<file path="src/rtl/uart_comm_pkg.sv">
// uart_comm_pkg
// Shared types and constants for the host-side UART command endpoint.
// No ports; imported by uart_rx and uart_comm.

package uart_comm_pkg;

    // Receive-side state machine encoding
    typedef enum logic [1:0] {
        RX_IDLE  = 2'd0,
        RX_START = 2'd1,
        RX_DATA  = 2'd2,
        RX_STOP  = 2'd3
    } rx_state_t;

    // Transmit-side state machine encoding
    typedef enum logic [1:0] {
        TX_IDLE  = 2'd0,
        TX_START = 2'd1,
        TX_DATA  = 2'd2,
        TX_STOP  = 2'd3
    } tx_state_t;

    // Number of serial bytes that make up one command word
    localparam int CMD_BYTES  = 3;
    localparam int BYTE_CNT_W = 2;

    // Width of a down-counter that must hold values 0..n-1
    function automatic int cnt_width(input int n);
        return (n <= 2) ? 1 : $clog2(n);
    endfunction

endpackage

</file>
<file path="src/rtl/uart_rx.sv">
// uart_rx
// 8N1 receiver: two-flop synchronizer on the raw line, falling-edge start
// detection, mid-bit sampling, LSB-first deserialization.
// Ports:
//   clk_i      system clock
//   rst_i      asynchronous active-high reset
//   rx_i       raw serial input, idle high, asynchronous to clk_i
//   rx_byte_o  last received byte (valid while rx_vld_o is high)
//   rx_vld_o   1-clk pulse: byte received with a good stop bit
//   rx_ferr_o  1-clk pulse: stop bit sampled low, byte discarded
//   rx_idle_o  receiver FSM is in IDLE
//
// state    | meaning
// ---------+------------------------------------------------------
// RX_IDLE  | line idle, waiting for a synchronized falling edge
// RX_START | timing to mid start bit to reject glitches
// RX_DATA  | sampling 8 data bits at mid-bit, LSB first
// RX_STOP  | sampling the stop bit at mid-bit

module uart_rx
    import uart_comm_pkg::*;
#(
    parameter int CLKS_PER_BIT = 434
) (
    input  logic       clk_i,
    input  logic       rst_i,
    input  logic       rx_i,
    output logic [7:0] rx_byte_o,
    output logic       rx_vld_o,
    output logic       rx_ferr_o,
    output logic       rx_idle_o
);

    localparam int CNT_W = cnt_width(CLKS_PER_BIT);
    localparam logic [CNT_W-1:0] BIT_LOAD  = CNT_W'(CLKS_PER_BIT - 1);
    localparam logic [CNT_W-1:0] HALF_LOAD = CNT_W'(CLKS_PER_BIT / 2 - 1);

    logic             rx_meta_q;
    logic             rx_sync_q;
    logic             rx_prev_q;

    rx_state_t        state_q, state_d;
    logic [CNT_W-1:0] cnt_q, cnt_d;
    logic [2:0]       bit_q, bit_d;
    logic [7:0]       shift_q, shift_d;
    logic             vld_q, vld_d;
    logic             ferr_q, ferr_d;

    // Synchronizer plus one extra stage for edge detection; all idle high
    always_ff @(posedge clk_i or posedge rst_i) begin
        if (rst_i) begin
            rx_meta_q <= 1'b1;
            rx_sync_q <= 1'b1;
            rx_prev_q <= 1'b1;
        end else begin
            rx_meta_q <= rx_i;
            rx_sync_q <= rx_meta_q;
            rx_prev_q <= rx_sync_q;
        end
    end

    always_ff @(posedge clk_i or posedge rst_i) begin
        if (rst_i) begin
            state_q <= RX_IDLE;
            cnt_q   <= '0;
            bit_q   <= '0;
            shift_q <= '0;
            vld_q   <= 1'b0;
            ferr_q  <= 1'b0;
        end else begin
            state_q <= state_d;
            cnt_q   <= cnt_d;
            bit_q   <= bit_d;
            shift_q <= shift_d;
            vld_q   <= vld_d;
            ferr_q  <= ferr_d;
        end
    end

    always_comb begin
        state_d = state_q;
        cnt_d   = cnt_q;
        bit_d   = bit_q;
        shift_d = shift_q;
        vld_d   = 1'b0;
        ferr_d  = 1'b0;

        case (state_q)
            RX_IDLE: begin
                if (rx_prev_q && !rx_sync_q) begin
                    state_d = RX_START;
                    cnt_d   = HALF_LOAD;
                end
            end
            RX_START: begin
                if (cnt_q == '0) begin
                    // Line back high at mid start bit: treat as a glitch
                    if (!rx_sync_q) begin
                        state_d = RX_DATA;
                        cnt_d   = BIT_LOAD;
                        bit_d   = 3'd0;
                    end else begin
                        state_d = RX_IDLE;
                    end
                end else begin
                    cnt_d = cnt_q - CNT_W'(1);
                end
            end
            RX_DATA: begin
                if (cnt_q == '0) begin
                    shift_d = {rx_sync_q, shift_q[7:1]};
                    cnt_d   = BIT_LOAD;
                    if (bit_q == 3'd7) begin
                        state_d = RX_STOP;
                    end else begin
                        bit_d = bit_q + 3'd1;
                    end
                end else begin
                    cnt_d = cnt_q - CNT_W'(1);
                end
            end
            RX_STOP: begin
                // Return to IDLE at mid stop so the next start edge is not missed
                if (cnt_q == '0) begin
                    state_d = RX_IDLE;
                    if (rx_sync_q) begin
                        vld_d = 1'b1;
                    end else begin
                        ferr_d = 1'b1;
                    end
                end else begin
                    cnt_d = cnt_q - CNT_W'(1);
                end
            end
            default: begin
                state_d = RX_IDLE;
            end
        endcase
    end

    assign rx_byte_o = shift_q;
    assign rx_vld_o  = vld_q;
    assign rx_ferr_o = ferr_q;
    assign rx_idle_o = (state_q == RX_IDLE);

endmodule

</file>
<file path="src/rtl/uart_comm.sv">
// uart_comm
// Host-side serial endpoint: assembles three received bytes (MSB first) into
// a 24-bit command with a ready/clear handshake, and transmits single
// response bytes on request.
// Ports:
//   clk          system clock
//   rst          asynchronous active-high reset
//   RX           serial from host, idle high, asynchronous
//   TX           serial to host, idle high
//   cmd          last complete command {byte0, byte1, byte2}
//   cmd_rdy      cmd holds a new, unconsumed command
//   clr_cmd_rdy  core acknowledges cmd
//   resp_data    response byte, sampled with send_resp
//   send_resp    1-clk request to transmit resp_data
//   resp_sent    1-clk pulse after the response stop bit completes
//   tx_busy      transmitter active
//   frame_err    1-clk pulse on a received byte with stop bit low
//
// state    | meaning
// ---------+------------------------------------------------------
// TX_IDLE  | line high, accepting send_resp
// TX_START | driving the start bit
// TX_DATA  | driving 8 data bits, LSB first
// TX_STOP  | driving the stop bit; resp_sent on its last clock edge

module uart_comm
    import uart_comm_pkg::*;
#(
    parameter int CLKS_PER_BIT = 434,
    parameter int TIMEOUT_CLKS = 20 * CLKS_PER_BIT
) (
    input  logic        clk,
    input  logic        rst,
    input  logic        RX,
    output logic        TX,
    output logic [23:0] cmd,
    output logic        cmd_rdy,
    input  logic        clr_cmd_rdy,
    input  logic [7:0]  resp_data,
    input  logic        send_resp,
    output logic        resp_sent,
    output logic        tx_busy,
    output logic        frame_err
);

    localparam int CNT_W = cnt_width(CLKS_PER_BIT);
    localparam logic [CNT_W-1:0] BIT_LOAD = CNT_W'(CLKS_PER_BIT - 1);
    localparam int TO_W = cnt_width(TIMEOUT_CLKS);
    localparam logic [TO_W-1:0] TO_LOAD = TO_W'(TIMEOUT_CLKS - 1);
    localparam logic [BYTE_CNT_W-1:0] LAST_IDX = BYTE_CNT_W'(CMD_BYTES - 1);

    logic [7:0] rx_byte;
    logic       rx_vld;
    logic       rx_ferr;
    logic       rx_idle;

    uart_rx #(
        .CLKS_PER_BIT(CLKS_PER_BIT)
    ) u_rx (
        .clk_i    (clk),
        .rst_i    (rst),
        .rx_i     (RX),
        .rx_byte_o(rx_byte),
        .rx_vld_o (rx_vld),
        .rx_ferr_o(rx_ferr),
        .rx_idle_o(rx_idle)
    );

    // ------------------------------------------------------------------
    // Command assembly
    // ------------------------------------------------------------------
    logic [BYTE_CNT_W-1:0] byte_cnt_q, byte_cnt_d;
    logic [15:0]           asm_q, asm_d;
    logic [23:0]           cmd_q, cmd_d;
    logic                  cmd_rdy_q, cmd_rdy_d;
    logic [TO_W-1:0]       to_cnt_q, to_cnt_d;

    always_ff @(posedge clk or posedge rst) begin
        if (rst) begin
            byte_cnt_q <= '0;
            asm_q      <= '0;
            cmd_q      <= '0;
            cmd_rdy_q  <= 1'b0;
            to_cnt_q   <= TO_LOAD;
        end else begin
            byte_cnt_q <= byte_cnt_d;
            asm_q      <= asm_d;
            cmd_q      <= cmd_d;
            cmd_rdy_q  <= cmd_rdy_d;
            to_cnt_q   <= to_cnt_d;
        end
    end

    always_comb begin
        byte_cnt_d = byte_cnt_q;
        asm_d      = asm_q;
        cmd_d      = cmd_q;
        cmd_rdy_d  = cmd_rdy_q;
        to_cnt_d   = TO_LOAD;

        if (clr_cmd_rdy) begin
            cmd_rdy_d = 1'b0;
        end

        if (rx_ferr) begin
            byte_cnt_d = '0;
        end else if (rx_vld) begin
            if (byte_cnt_q == LAST_IDX) begin
                // Completion overrides a coincident clr_cmd_rdy
                cmd_d      = {asm_q, rx_byte};
                cmd_rdy_d  = 1'b1;
                byte_cnt_d = '0;
            end else if (byte_cnt_q == '0) begin
                // A fresh command supersedes any unconsumed one
                asm_d[15:8] = rx_byte;
                cmd_rdy_d   = 1'b0;
                byte_cnt_d  = byte_cnt_q + BYTE_CNT_W'(1);
            end else begin
                asm_d[7:0] = rx_byte;
                byte_cnt_d = byte_cnt_q + BYTE_CNT_W'(1);
            end
        end else if ((byte_cnt_q != '0) && rx_idle) begin
            // Counts consecutive idle clocks with a partial command pending
            if (to_cnt_q == '0) begin
                byte_cnt_d = '0;
            end else begin
                to_cnt_d = to_cnt_q - TO_W'(1);
            end
        end
    end

    assign cmd       = cmd_q;
    assign cmd_rdy   = cmd_rdy_q;
    assign frame_err = rx_ferr;

    // ------------------------------------------------------------------
    // Response transmitter
    // ------------------------------------------------------------------
    tx_state_t        tx_state_q, tx_state_d;
    logic [CNT_W-1:0] tx_cnt_q, tx_cnt_d;
    logic [2:0]       tx_bit_q, tx_bit_d;
    logic [7:0]       tx_shift_q, tx_shift_d;
    logic             tx_q, tx_d;
    logic             resp_sent_q, resp_sent_d;

    always_ff @(posedge clk or posedge rst) begin
        if (rst) begin
            tx_state_q  <= TX_IDLE;
            tx_cnt_q    <= '0;
            tx_bit_q    <= '0;
            tx_shift_q  <= '0;
            tx_q        <= 1'b1;
            resp_sent_q <= 1'b0;
        end else begin
            tx_state_q  <= tx_state_d;
            tx_cnt_q    <= tx_cnt_d;
            tx_bit_q    <= tx_bit_d;
            tx_shift_q  <= tx_shift_d;
            tx_q        <= tx_d;
            resp_sent_q <= resp_sent_d;
        end
    end

    // TX is a register: the line level for the next bit is chosen here so
    // that it changes on exactly the edge the bit period ends.
    always_comb begin
        tx_state_d  = tx_state_q;
        tx_cnt_d    = tx_cnt_q;
        tx_bit_d    = tx_bit_q;
        tx_shift_d  = tx_shift_q;
        tx_d        = tx_q;
        resp_sent_d = 1'b0;

        case (tx_state_q)
            TX_IDLE: begin
                tx_d = 1'b1;
                if (send_resp) begin
                    tx_state_d = TX_START;
                    tx_shift_d = resp_data;
                    tx_cnt_d   = BIT_LOAD;
                    tx_d       = 1'b0;
                end
            end
            TX_START: begin
                if (tx_cnt_q == '0) begin
                    tx_state_d = TX_DATA;
                    tx_cnt_d   = BIT_LOAD;
                    tx_bit_d   = 3'd0;
                    tx_d       = tx_shift_q[0];
                end else begin
                    tx_cnt_d = tx_cnt_q - CNT_W'(1);
                end
            end
            TX_DATA: begin
                if (tx_cnt_q == '0) begin
                    tx_cnt_d = BIT_LOAD;
                    if (tx_bit_q == 3'd7) begin
                        tx_state_d = TX_STOP;
                        tx_d       = 1'b1;
                    end else begin
                        tx_bit_d   = tx_bit_q + 3'd1;
                        tx_shift_d = {1'b0, tx_shift_q[7:1]};
                        tx_d       = tx_shift_q[1];
                    end
                end else begin
                    tx_cnt_d = tx_cnt_q - CNT_W'(1);
                end
            end
            TX_STOP: begin
                if (tx_cnt_q == '0) begin
                    tx_state_d  = TX_IDLE;
                    resp_sent_d = 1'b1;
                    tx_d        = 1'b1;
                end else begin
                    tx_cnt_d = tx_cnt_q - CNT_W'(1);
                end
            end
            default: begin
                tx_state_d = TX_IDLE;
                tx_d       = 1'b1;
            end
        endcase
    end

    assign TX        = tx_q;
    assign tx_busy   = (tx_state_q != TX_IDLE);
    assign resp_sent = resp_sent_q;

endmodule

</file>
<file path="config.mk">
export PLATFORM = sky130hd
export DESIGN_NAME = uart_comm
export DESIGN_NICKNAME = d
export VERILOG_FILES = /design/src/rtl/uart_comm_pkg.sv /design/src/rtl/uart_rx.sv /design/src/rtl/uart_comm.sv
export SDC_FILE = /design/constraint.sdc
export NUM_CORES = 1
export LEC_CHECK = 0
export ABC_AREA = 1
export BUFFER_PORTS_ARGS = -buffer_cell sky130_fd_sc_hd__buf_2
export CAP_MARGIN = 20
export CORE_UTILIZATION = 30
export DETAILED_ROUTE_END_ITERATION = 16
export REMOVE_ABC_BUFFERS = 1
export SYNTH_ARGS = -nofsm -noshare
export SYNTH_HDL_FRONTEND = slang
export SYNTH_SLANG_ARGS = --single-unit
</file>
<file path="constraint.sdc">
create_clock -name clk -period 4.8 [get_ports clk]
set_input_delay 0.96 -clock clk [delete_from_list [all_inputs] [get_ports clk]]
set_output_delay 0.96 -clock clk [all_outputs]
set_load 0.02 [all_outputs]
</file>
Yosys cells after proc, flatten, opt, wreduce, memory -nomap -nowiden

Index checks and enable logic that the tools add are counted.

Divide/modulo/power cells: 0
Shift operators: 0
Equality and inequality tests: 25
Multiply operators: 0
Magnitude comparators: 0
Bitwise operators: 3
Muxes and demuxes: 64
Add/subtract/negate cells: 6
Reduce and logical (&&, ||, !) cells: 30

Operators with widths:

| kind                    | count |
|---|---|
| $mux W9                 | 8 |
| $mux W14                | 4 |
| $pmux W9 S4             | 1 |
| $mux W2                 | 16 |
| $pmux W9 S3             | 1 |
| $mux W8                 | 3 |
| $mux W3                 | 7 |
| $ne A2 B2 Y1 const B    | 10 |
| $logic_not A9 Y1        | 2 |
| $mux W1                 | 18 |
| $sub A9 B1 Y9 const B   | 2 |
| $pmux W2 S4             | 2 |
| $pmux W8 S2             | 1 |
| $reduce_and A4 Y1       | 4 |
| $reduce_and A5 Y1       | 3 |
| $logic_not A14 Y1       | 1 |
| $sub A14 B1 Y14 const B | 1 |
| $pmux W3 S2             | 2 |
| $eq A2 B2 Y1 const B    | 5 |
| $ne A2 B1 Y1 const B    | 5 |
| $reduce_bool A2 Y1      | 5 |
| $reduce_and A3 Y1       | 3 |
| $add A3 B1 Y3 const B   | 2 |
| $eq A3 B3 Y1 const B    | 2 |
| 11 further kinds        | 20 |

Word-level logic and storage cells: 149
ROM bits: 0
Bits in latches: 0
Register bits: 108
Bits in writable memories: 0
Input port bits: 13
Output and inout port bits: 29
Memories: 0

Longest topological paths before layout

Gate-level depths: netlist (run 1).

Depth in word-level cells: 5
Gate-level depth with buffers: 10

Modules after synthesis

From an unflattened synthesis (run 1), not the netlist that was laid out.

Cells, all modules: 579
Area total of the unflattened synthesis: 5296.3 um2

By module, submodules not included:

| module    | times used | seq. area each (um2) | cells each | area an instance (um2) |
|---|---|---|---|---|
| uart_comm | 1          | 2038.2               | 404        | 3853.7 |
| uart_rx   | 1          | 679.4                | 175        | 1442.6 |

Worst setup path before layout (run 1)

Ideal clock, no wire load.

Path kind: register to output
From: reg tx_state_q[0]
To: out tx_busy
Stages on the path, launching flop included: 4
Arrival: 0.858 ns
Path slack: 2.982 ns
Required time: 3.840 ns
Path through: dfrtp_1 -> inv_1 -> ha_1 -> inv_1

Word-level cells in the longest chain between the ends: 1

Ends and longest elaborated chain:

| element                | RTL line         | text |
|---|---|---|
| start, declared        | uart_comm.sv:139 | `tx_state_t tx_state_q, tx_state_d;` |
| start signal, assigned | uart_comm.sv:155 | `tx_state_q <= tx_state_d;` |
| $reduce_bool A2 Y1     | uart_comm.sv:226 | `assign tx_busy = (tx_state_q != TX_IDLE);` |
| end, declared          | uart_comm.sv:42  | `output logic tx_busy,` |

No other way between the ends.

Final worst setup path (run 1)

Ends and elaborated chain as after synthesis.

==> results of run 1 <==
==> sequential cells by signal, indices dropped and copies added (netlist names), 2 cells and up, named ones only <==
| register | cells |
|---|---|
| asm_q | 16 |
| byte_cnt_q | 2 |
| cmd | 24 |
| to_cnt_q | 14 |
| tx_bit_q | 3 |
| tx_cnt_q | 9 |
| tx_shift_q | 8 |
| tx_state_q | 2 |
| u_rx.bit_q | 3 |
| u_rx.cnt_q | 9 |
| u_rx.rx_byte_o | 8 |
==> logic make-up (layout without fill, tap and decap cells) <==
family                     count (synthesis)  count (layout)  synth area share, %
DFF                                      108             108                 52.6
AOI/OAI and AO/OA                         87              87                 9.74
xor gates and xnor gates                   8               8                 1.36
adders and majority gates                 16              16                 3.88
muxes                                     23              23                 4.85
buffers and inverters                     73             124                 5.79
and+or+nand+nor                          247             247                 21.7
==> worst max-delay path by stage <==
stage,endpoint,depth (start not counted),from,slack [ns]
finish,tx_busy,4,tx_state_q[0]$_DFFE_PP0P_,2.45
global route,tx_busy,4,tx_state_q[0]$_DFFE_PP0P_,2.33
CTS,tx_busy,4,tx_state_q[0]$_DFFE_PP0P_,2.42
detailed placement,cmd[20]$_DFFE_PP0P_,3,rst,2.72
global placement,cmd[20]$_DFFE_PP0P_,3,rst,2.71
floorplan,async pin,1,rst,1.01
==> critical path: stages (launching register included) <==
cell and delay [ns]:
dfrtp_1 0.38, inv_1 0.08, ha_1 0.24, inv_1 0.16
buf_2 0.19
==> power by group <==
group	internal [mW]	total, mW	switching (mW)
Sequential	1.04	1.14	0.0945
Combinational	0.347	0.971	0.624
Clock	0.475	0.805	0.330
==> cells in the final DEF, fill, tap and decap left out, types with 4 or more instances in the layout <==
cell type / synthesis / routed
nand3_1: 33 / 33
mux2_2: 16 / 16
clkbuf_16: 0 / 9
nand2_2: 6 / 6
ha_1: 16 / 16
or2_2: 4 / 4
xor2_1: 7 / 7
nor2_1: 54 / 54
o21ai_2: 11 / 11
mux2i_1: 7 / 7
nand2_1: 125 / 125
o21ai_1: 6 / 6
nor2_2: 4 / 4
inv_1: 62 / 61
o21ai_0: 49 / 49
dfstp_2: 12 / 12
buf_2: 2 / 41
dfrtp_1: 96 / 96
a21oi_1: 14 / 14
==> final cells by class <==
| class | instances | area (sq um) |
|---|---|---|
| Clock buffer | 11 | 243 |
| Clock inverter | 5 | 82.6 |
| Inverter | 65 | 246 |
| Sequential cell | 108 | 2720 |
| Fill cell | 1707 | 10800 |
| Timing Repair Buffer | 43 | 220 |
| Tap cell | 220 | 275 |
| Multi-Input combinational cell | 381 | 2150 |
==> layer usage <==
metal	global-route usage [%]	wire length, microns	up-vias
li1	-	-	1906
met1	16.3	4860	1699
met2	18.2	4300	26
met3	2.63	199	12
met4	4.17	148	0
met5	0	0	-
==> run metrics, run 1 <==
Final Critical Period=2.35 ns; YS warnings=0; Boundary Pins=42; largest area contributor in the netlist=dfrtp_1; Setup violations, final=0; DPL Wire Length=6760 microns; post-route ant nets=0; EDFF count, synth=0; Synth cell types=40; CP required=3.84 ns; P per Cell Area=491 nW/um^2; Die Area=17700 sq um; largest net degree at the start of global routing=60; Worst-path clk slew=0.07 ns; Cells on Worst Hold Path=0; instance area after placement=5610 sq um; post-synth top area share=46.5%; period utilisation layout=49.1%; CP endpoint kind=output port; Slew HR=51.8%; Final Hold Slack=0.362 ns; Post-CTS Setup Bufs=0; flop-to-flop setup slack=2.87 ns; Post-Layout Cell Count=833; Async S/R FF share, synth=100%; drt wl/cell=11.4 microns; Worst Reg-to-Reg Cells=7; Clock Latency Late Sink=0.35 ns; final setup margin=2.45 ns; Post-Syn Area per Cell=9.19 sq um; Mapped Cells=562; CP Class=reg2out; Worst Tran Pin Value=0.723 ns; placed insts=817; Hold EP=u_rx.rx_sync_q$_DFF_PP1_; final wirelength=9510 microns; Core Region=16700 sq um; setup TNS=0 ns; Setup Skew=0.00907 ns; Peak supply drop=0.000186 V; initial antenna violation count=0; CTS Hold Buffers Added=0; status=finished clean; Remaining DRCs=0; cts repair resizes=0; total power=2.91 mW; First DRT Iteration DRCs=185; H-tree levels=3; commonest cells in the netlist=nand2_1 (125), dfrtp_1 (96), inv_1 (62), nor2_1 (54), o21ai_0 (49); Clock Sinks=108; first-pass GRT wire length=16900 microns; GP Congestion=0.773; Seq/Total Area, Yosys=52.6%; Hold Crit Start=u_rx.rx_meta_q$_DFF_PP1_; Initial Util=30.9%; CTS tree=done; Final Hold Fails=0; most common cell in the synthesized netlist=nand2_1; Worst Path Arrival=1.39 ns; worst r2r dst=tx_shift_q[7]$_DFFE_PP0P_; startpoint types=register; Post-synth top flop=dfrtp_1; RSZ-0062 raised after global routing=false; CTS max path bufs=2; Synth area leaders=dfrtp_1 (47%), nand2_1 (9.1%), dfstp_2 (6.1%), o21ai_0 (4.8%), inv_1 (4.5%); Critical Path Fanout Max=6; Max-Cap Viols=0; FMAX=425 MHz; vias in the first global route=3586; Vias=3643; Layout Nets=637; Yosys reg bits=108; Overflow after GRT=0; layout cells sized above 1=20.9%; Synth Cell Area=5160 sq um; IO Port Bufs=41; worst r2r src=tx_state_q[0]$_DFFE_PP0P_; P_leak=2.93 nW; DP Worst Slack=2.72 ns; detailed-route vias per instance=4.37; final core occ=35.5%; gr usage total=11.8%; Max Slew Vio Count=0; Area Growth Syn to Fin=14.9%; row count=47; Initial DRT Pass Iterations=4; n_diodes=0; Hold WC Path Type=reg2reg; Die Wd=133 microns; chip height=133 microns; Final Instance Area=5930 sq um; root buf cell=clkbuf_16; Inserted Clock Buffers=9
Power figures use the tool's default switching activity.
==> run 2: changes to the inputs <==
==> constraint.sdc (replaced) <==
create_clock -name clk -period 2.47 [get_ports clk]
set_input_delay 0.494 -clock clk [delete_from_list [all_inputs] [get_ports clk]]
set_output_delay 0.494 -clock clk [all_outputs]
set_load 0.02 [all_outputs]
==> run metrics, run 2 (same netlist as run 1, synthesis figures left out) <==
FF/Latch Area=2720 sq um (unchanged); area occupied by multi-input gates=2150 sq um (unchanged); status=finished clean (unchanged); Critical Path Fanout Max=6 (unchanged); startpoint types=register (unchanged); Final Hold Slack=0.0690 ns (was 0.362 ns); Hold WC Path Type=in2async (was reg2reg); drt wl/cell=11.4 microns (about the same); row count=47 (unchanged); vias in the first global route=3581 (was 3586); Die Area=17700 sq um (unchanged); CTS tree=done (unchanged); max reg flops=24 (unchanged); DPL Wire Length=6750 microns (was 6760 microns); Core Region=16700 sq um (unchanged); n_diodes=0 (unchanged); layout cells sized above 1=21.0% (was 20.9%); Overflow after GRT=0 (unchanged); First DRT Iteration DRCs=134 (was 185); Final Critical Period=1.93 ns; H-tree levels=3 (unchanged); total power=5.57 mW (was 2.91 mW); GP Congestion=0.809 (was 0.773); Vias=3653 (was 3643); Remaining DRCs=0 (unchanged); Layout Nets=637 (unchanged); # fillers=1761 (was 1707); largest net degree at the start of global routing=67 (was 60); met1 Resource Use GR=15.4% (was 16.3%); met3 GRT Util=2.89% (was 2.63%); post-route ant nets=0 (unchanged); Die Wd=133 microns (unchanged); Final Hold Fails=0 (unchanged); Initial DRT Pass Iterations=4 (unchanged); CTS max path bufs=2 (unchanged); final core occ=35.5% (about the same); Peak supply drop=0.000350 V (was 0.000186 V); detailed-route vias per instance=4.39 (was 4.37); DP Worst Slack=0.552 ns (was 2.72 ns); CTS Hold Buffers Added=0 (unchanged); Slew HR=56.3% (was 51.8%); initial antenna violation count=0 (unchanged); final setup margin=0.535 ns (was 2.45 ns); setup TNS=0 ns (unchanged); CP Class=reg2out (unchanged); Area Growth Syn to Fin=15.0% (was 14.9%); Clock Latency Late Sink=0.35 ns (about the same); commonest non-fill, non-tap cell in the layout=nand2_1 (unchanged); CP endpoint kind=output port (unchanged); Inserted Clock Buffers=9 (unchanged); IO Port Bufs=41 (unchanged); chip height=133 microns (unchanged); gr usage total=11.6% (was 11.8%); most frequent cells in the layout=nand2_1 (125), dfrtp_1 (96), inv_1 (61), nor2_1 (54), o21ai_0 (49) (unchanged); FMAX=517 MHz; met2 Resource Use GR=18.5% (was 18.2%); Post-CTS Setup Bufs=0 (unchanged); Initial Util=30.9% (unchanged); Setup Skew=0.0141 ns (was 0.00907 ns); RSZ-0062 raised after global routing=false (unchanged); Boundary Pins=42 (unchanged); Max-Cap Viols=0 (unchanged); Worst Path Arrival=1.44 ns (was 1.39 ns); Worst Tran Pin Value=0.653 ns (was 0.723 ns); root buf cell=clkbuf_16 (unchanged); gr busiest metal=met2 (unchanged); P per Cell Area=939 nW/um^2 (was 491 nW/um^2); Worst-path clk slew=0.08 ns (was 0.07 ns); Max Slew Vio Count=0 (unchanged); period utilisation layout=78.3%; final wirelength=9460 microns (was 9510 microns); first-pass GRT wire length=16600 microns (was 16900 microns); CP required=1.98 ns (was 3.84 ns); cts repair resizes=0 (unchanged); Setup violations, final=0 (unchanged); P_leak=2.93 nW (about the same); Clock Sinks=108 (unchanged)
run 2: changes by cell type in the layout (fill, tap and decap cells not counted):
cell	delta
clkbuf_8	-1
inv_8	+1
clkinv_4	+1
clkinv_2	-1
clkinv_8	+4
inv_6	-1
bufinv_16	-2
clkbuf_1	-1
buf_4	-1
buf_12	+1
run 2: critical path: stages, from the launching register on:
cell and delay, ns:
dfrtp_1 0.38, inv_1 0.08, ha_1 0.25, inv_1 0.18
buf_2 0.20
run 2: through the flow:
step | instance area (sq um) | std cells
2_1_floorplan | 5110 | 554
3_5_place_dp | 5620 | 817
4_1_cts | 5940 | 833
5_1_grt | 5940 | 833
6_report | 5940 | 833
3_3_place_gp | 5620 | 817
run 2: layer usage:
metal / vias up / wire, microns
met5: - / 0
met4: 0 / 116
met3: 10 / 250
met2: 42 / 4270
met1: 1700 / 4830
li1: 1901 / -
run 2: worst paths after layout:
check	from	end	slack, ns	cells past startpoint
worst max-delay path	tx_state_q[0]$_DFFE_PP0P_	tx_busy	0.54	4
worst min-delay path	rst	tx_shift_q[0]$_DFFE_PP0P_	0.07	2
worst max register to register	tx_state_q[0]$_DFFE_PP0P_	tx_shift_q[7]$_DFFE_PP0P_	0.56	7
worst min register to register	u_rx.rx_meta_q$_DFF_PP1_	u_rx.rx_sync_q$_DFF_PP1_	0.36	0
max in group asynchronous	rst	u_rx.rx_sync_q$_DFF_PP1_	1.73	3
min in group clk	RX	u_rx.rx_meta_q$_DFF_PP1_	0.23	1
run 2: cell type report:
| type | instances | area share (%) |
|---|---|---|
| clock buffers | 9 | 3.79 |
| clock inverters | 7 | 1.58 |
| inverters | 65 | 4.15 |
| multi-input cells | 381 | 36.1 |
| flip-flops and latches | 108 | 45.8 |
| well taps | 220 | 4.64 |
| repair buffers | 43 | 3.92 |
run 2: power breakdown:
part           leakage, nW  switching (mW)  internal, mW  total, mW
clock                0.153           0.749         0.732       1.48
sequential            1.42           0.182          2.03       2.21
combinational         1.36            1.21         0.676       1.89
==> run 3: changes to the inputs <==
==> constraint.sdc (replaced) <==
create_clock -name clk -period 1.8 [get_ports clk]
set_input_delay 0.36 -clock clk [delete_from_list [all_inputs] [get_ports clk]]
set_output_delay 0.36 -clock clk [all_outputs]
set_load 0.02 [all_outputs]
==> run metrics, run 3 (same netlist as run 1, synthesis figures left out) <==
status=finished clean (unchanged); CP required=1.44 ns (was 1.98 ns); commonest non-fill, non-tap cell in the layout=nand2_1 (unchanged); row count=47 (unchanged); Initial DRT Pass Iterations=4 (unchanged); Final Hold Fails=0 (unchanged); # fillers=1734 (was 1761); root buf cell=clkbuf_16 (unchanged); initial antenna violation count=0 (unchanged); Max-Cap Viols=0 (unchanged); detailed-route vias per instance=4.35 (was 4.39); Area Growth Syn to Fin=17.2% (was 15.0%); Setup violations, final=0 (unchanged); Critical Path Fanout Max=5 (was 6); startpoint types=register (unchanged); Setup Skew=0.0117 ns (was 0.0141 ns); Overflow after GRT=0 (unchanged); Layout Nets=650 (was 637); area occupied by multi-input gates=2170 sq um (was 2150 sq um); Boundary Pins=42 (unchanged); DPL Wire Length=6880 microns (was 6750 microns); Hold WC Path Type=in2reg (was in2async); gr usage total=12.0% (was 11.6%); Max Slew Vio Count=0 (unchanged); chip height=133 microns (unchanged); Worst Path Arrival=1.36 ns (was 1.44 ns); Worst-path clk slew=0.07 ns (was 0.08 ns); Clock Latency Late Sink=0.36 ns (was 0.35 ns); P per Cell Area=1290 nW/um^2 (was 939 nW/um^2); Die Area=17700 sq um (unchanged); Clock Sinks=108 (unchanged); Inserted Clock Buffers=9 (unchanged); Remaining DRCs=0 (unchanged); drt wl/cell=11.5 microns (was 11.4 microns); n_diodes=0 (unchanged); FF/Latch Area=2720 sq um (about the same); CP Class=reg2out (unchanged); total power=7.79 mW (was 5.57 mW); CP endpoint kind=output port (unchanged); P_leak=3.00 nW (was 2.93 nW); IO Port Bufs=41 (unchanged); vias in the first global route=3584 (was 3581); CTS max path bufs=2 (unchanged); First DRT Iteration DRCs=179 (was 134); period utilisation layout=95.5%; placed insts=826 (was 817); Core Region=16700 sq um (unchanged); layout cells sized above 1=23.6% (was 21.0%); Vias=3681 (was 3653); Peak supply drop=0.000615 V (was 0.000350 V); RSZ-0062 raised after global routing=false (unchanged); max reg flops=24 (unchanged); Slew HR=65.1% (was 56.3%); GP Congestion=0.829 (was 0.809); Die Wd=133 microns (unchanged); Worst Tran Pin Value=0.522 ns (was 0.653 ns); FMAX=582 MHz; largest net degree at the start of global routing=46 (was 67); first-pass GRT wire length=17100 microns (was 16600 microns); post-route ant nets=0 (unchanged); final wirelength=9760 microns (was 9460 microns); most frequent cells in the layout=nand2_1 (124), dfrtp_1 (95), inv_1 (59), nor2_1 (53), o21ai_0 (49) (was nand2_1 (125), dfrtp_1 (96), inv_1 (61), nor2_1 (54), o21ai_0 (49)); Post-Layout Cell Count=846 (was 833); CTS tree=done (unchanged); Final Critical Period=1.72 ns; Initial Util=30.9% (unchanged); H-tree levels=3 (unchanged)
==> run 3: cell types whose count changed in the layout (fill, tap and decap cells not counted), sizes merged <==
cell / delta
clkinvlp: +2
inv: +1
clkinv: -4
dlygate4sd3: +1
buf: +12
clkbuf: +1
==> run 3: worst paths after layout <==
check | start | slack (ns) | to | cells past startpoint
min in group asynchronous | rst | 0.53 | tx_shift_q[3]$_DFFE_PP0P_ | 3
setup reg to reg | tx_state_q[1]$_DFFE_PP0P_ | 0.12 | tx_state_q[0]$_DFFE_PP0P_ | 6
hold / removal | RX | 0.10 | u_rx.rx_meta_q$_DFF_PP1_ | 1
hold reg to reg | u_rx.rx_meta_q$_DFF_PP1_ | 0.36 | u_rx.rx_sync_q$_DFF_PP1_ | 0
setup / recovery | tx_state_q[0]$_DFFE_PP0P_ | 0.08 | tx_busy | 5
max in group asynchronous | rst | 0.66 | to_cnt_q[6]$_DFF_PP1_ | 4
==> run 3: layout make-up <==
class                   instances  share of cell area, %
flip-flops and latches        108                   44.9
multi-input cells             381                   35.9
repair buffers                 56                   5.50
well taps                     220                   4.55
inverters                      65                   4.07
clock buffers                  10                   3.95
clock inverters                 6                   1.08
==> run 3: through the flow <==
step	cell area, sq um	hold slack (ns)	TNS, ns	setup WS, ns	util [%]
floorplan	5110	0.345	-140.72	-1.39	-
finish	6050	0.100	0	0.0813	36.2
global placement	5690	0.347	0	0.131	34.0
global route	6050	0.0811	0	0.00507	36.2
CTS	6020	0.0801	0	0.0195	36.0
detailed placement	5690	0.348	0	0.109	34.0
==> run 3: power by group <==
part	internal [mW]	leakage (nW)	total (mW)	switching (mW)
registers	2.78	1.42	3.02	0.240
clock network	1.02	0.143	1.99	0.977
logic	1.04	1.43	2.77	1.73
total	4.84	3.00	7.79	2.95
==> run 3: worst max-delay path, cell delays in order (launching register included) <==
cell and delay (ns):
dfrtp_1 0.39, inv_2 0.11, ha_4 0.16, inv_1 0.05, buf_4 0.15, buf_2 0.16
==> run 3: metal layers <==
metal | GRT usage (%) | share of wire [%]
met1 | 16.3 | 50
met2 | 18.5 | 45
met3 | 3.27 | 3.5
met4 | 4.17 | 1.0
met5 | 0 | 0
==> run 3: timing repair <==
action	CTS	global route
setup buffers	2	1
endpoints found under the hold margin	19	0
pin swaps	0	1
endpoints found under the setup margin	1	12
hold buffers	1	0
resized for setup	2	7
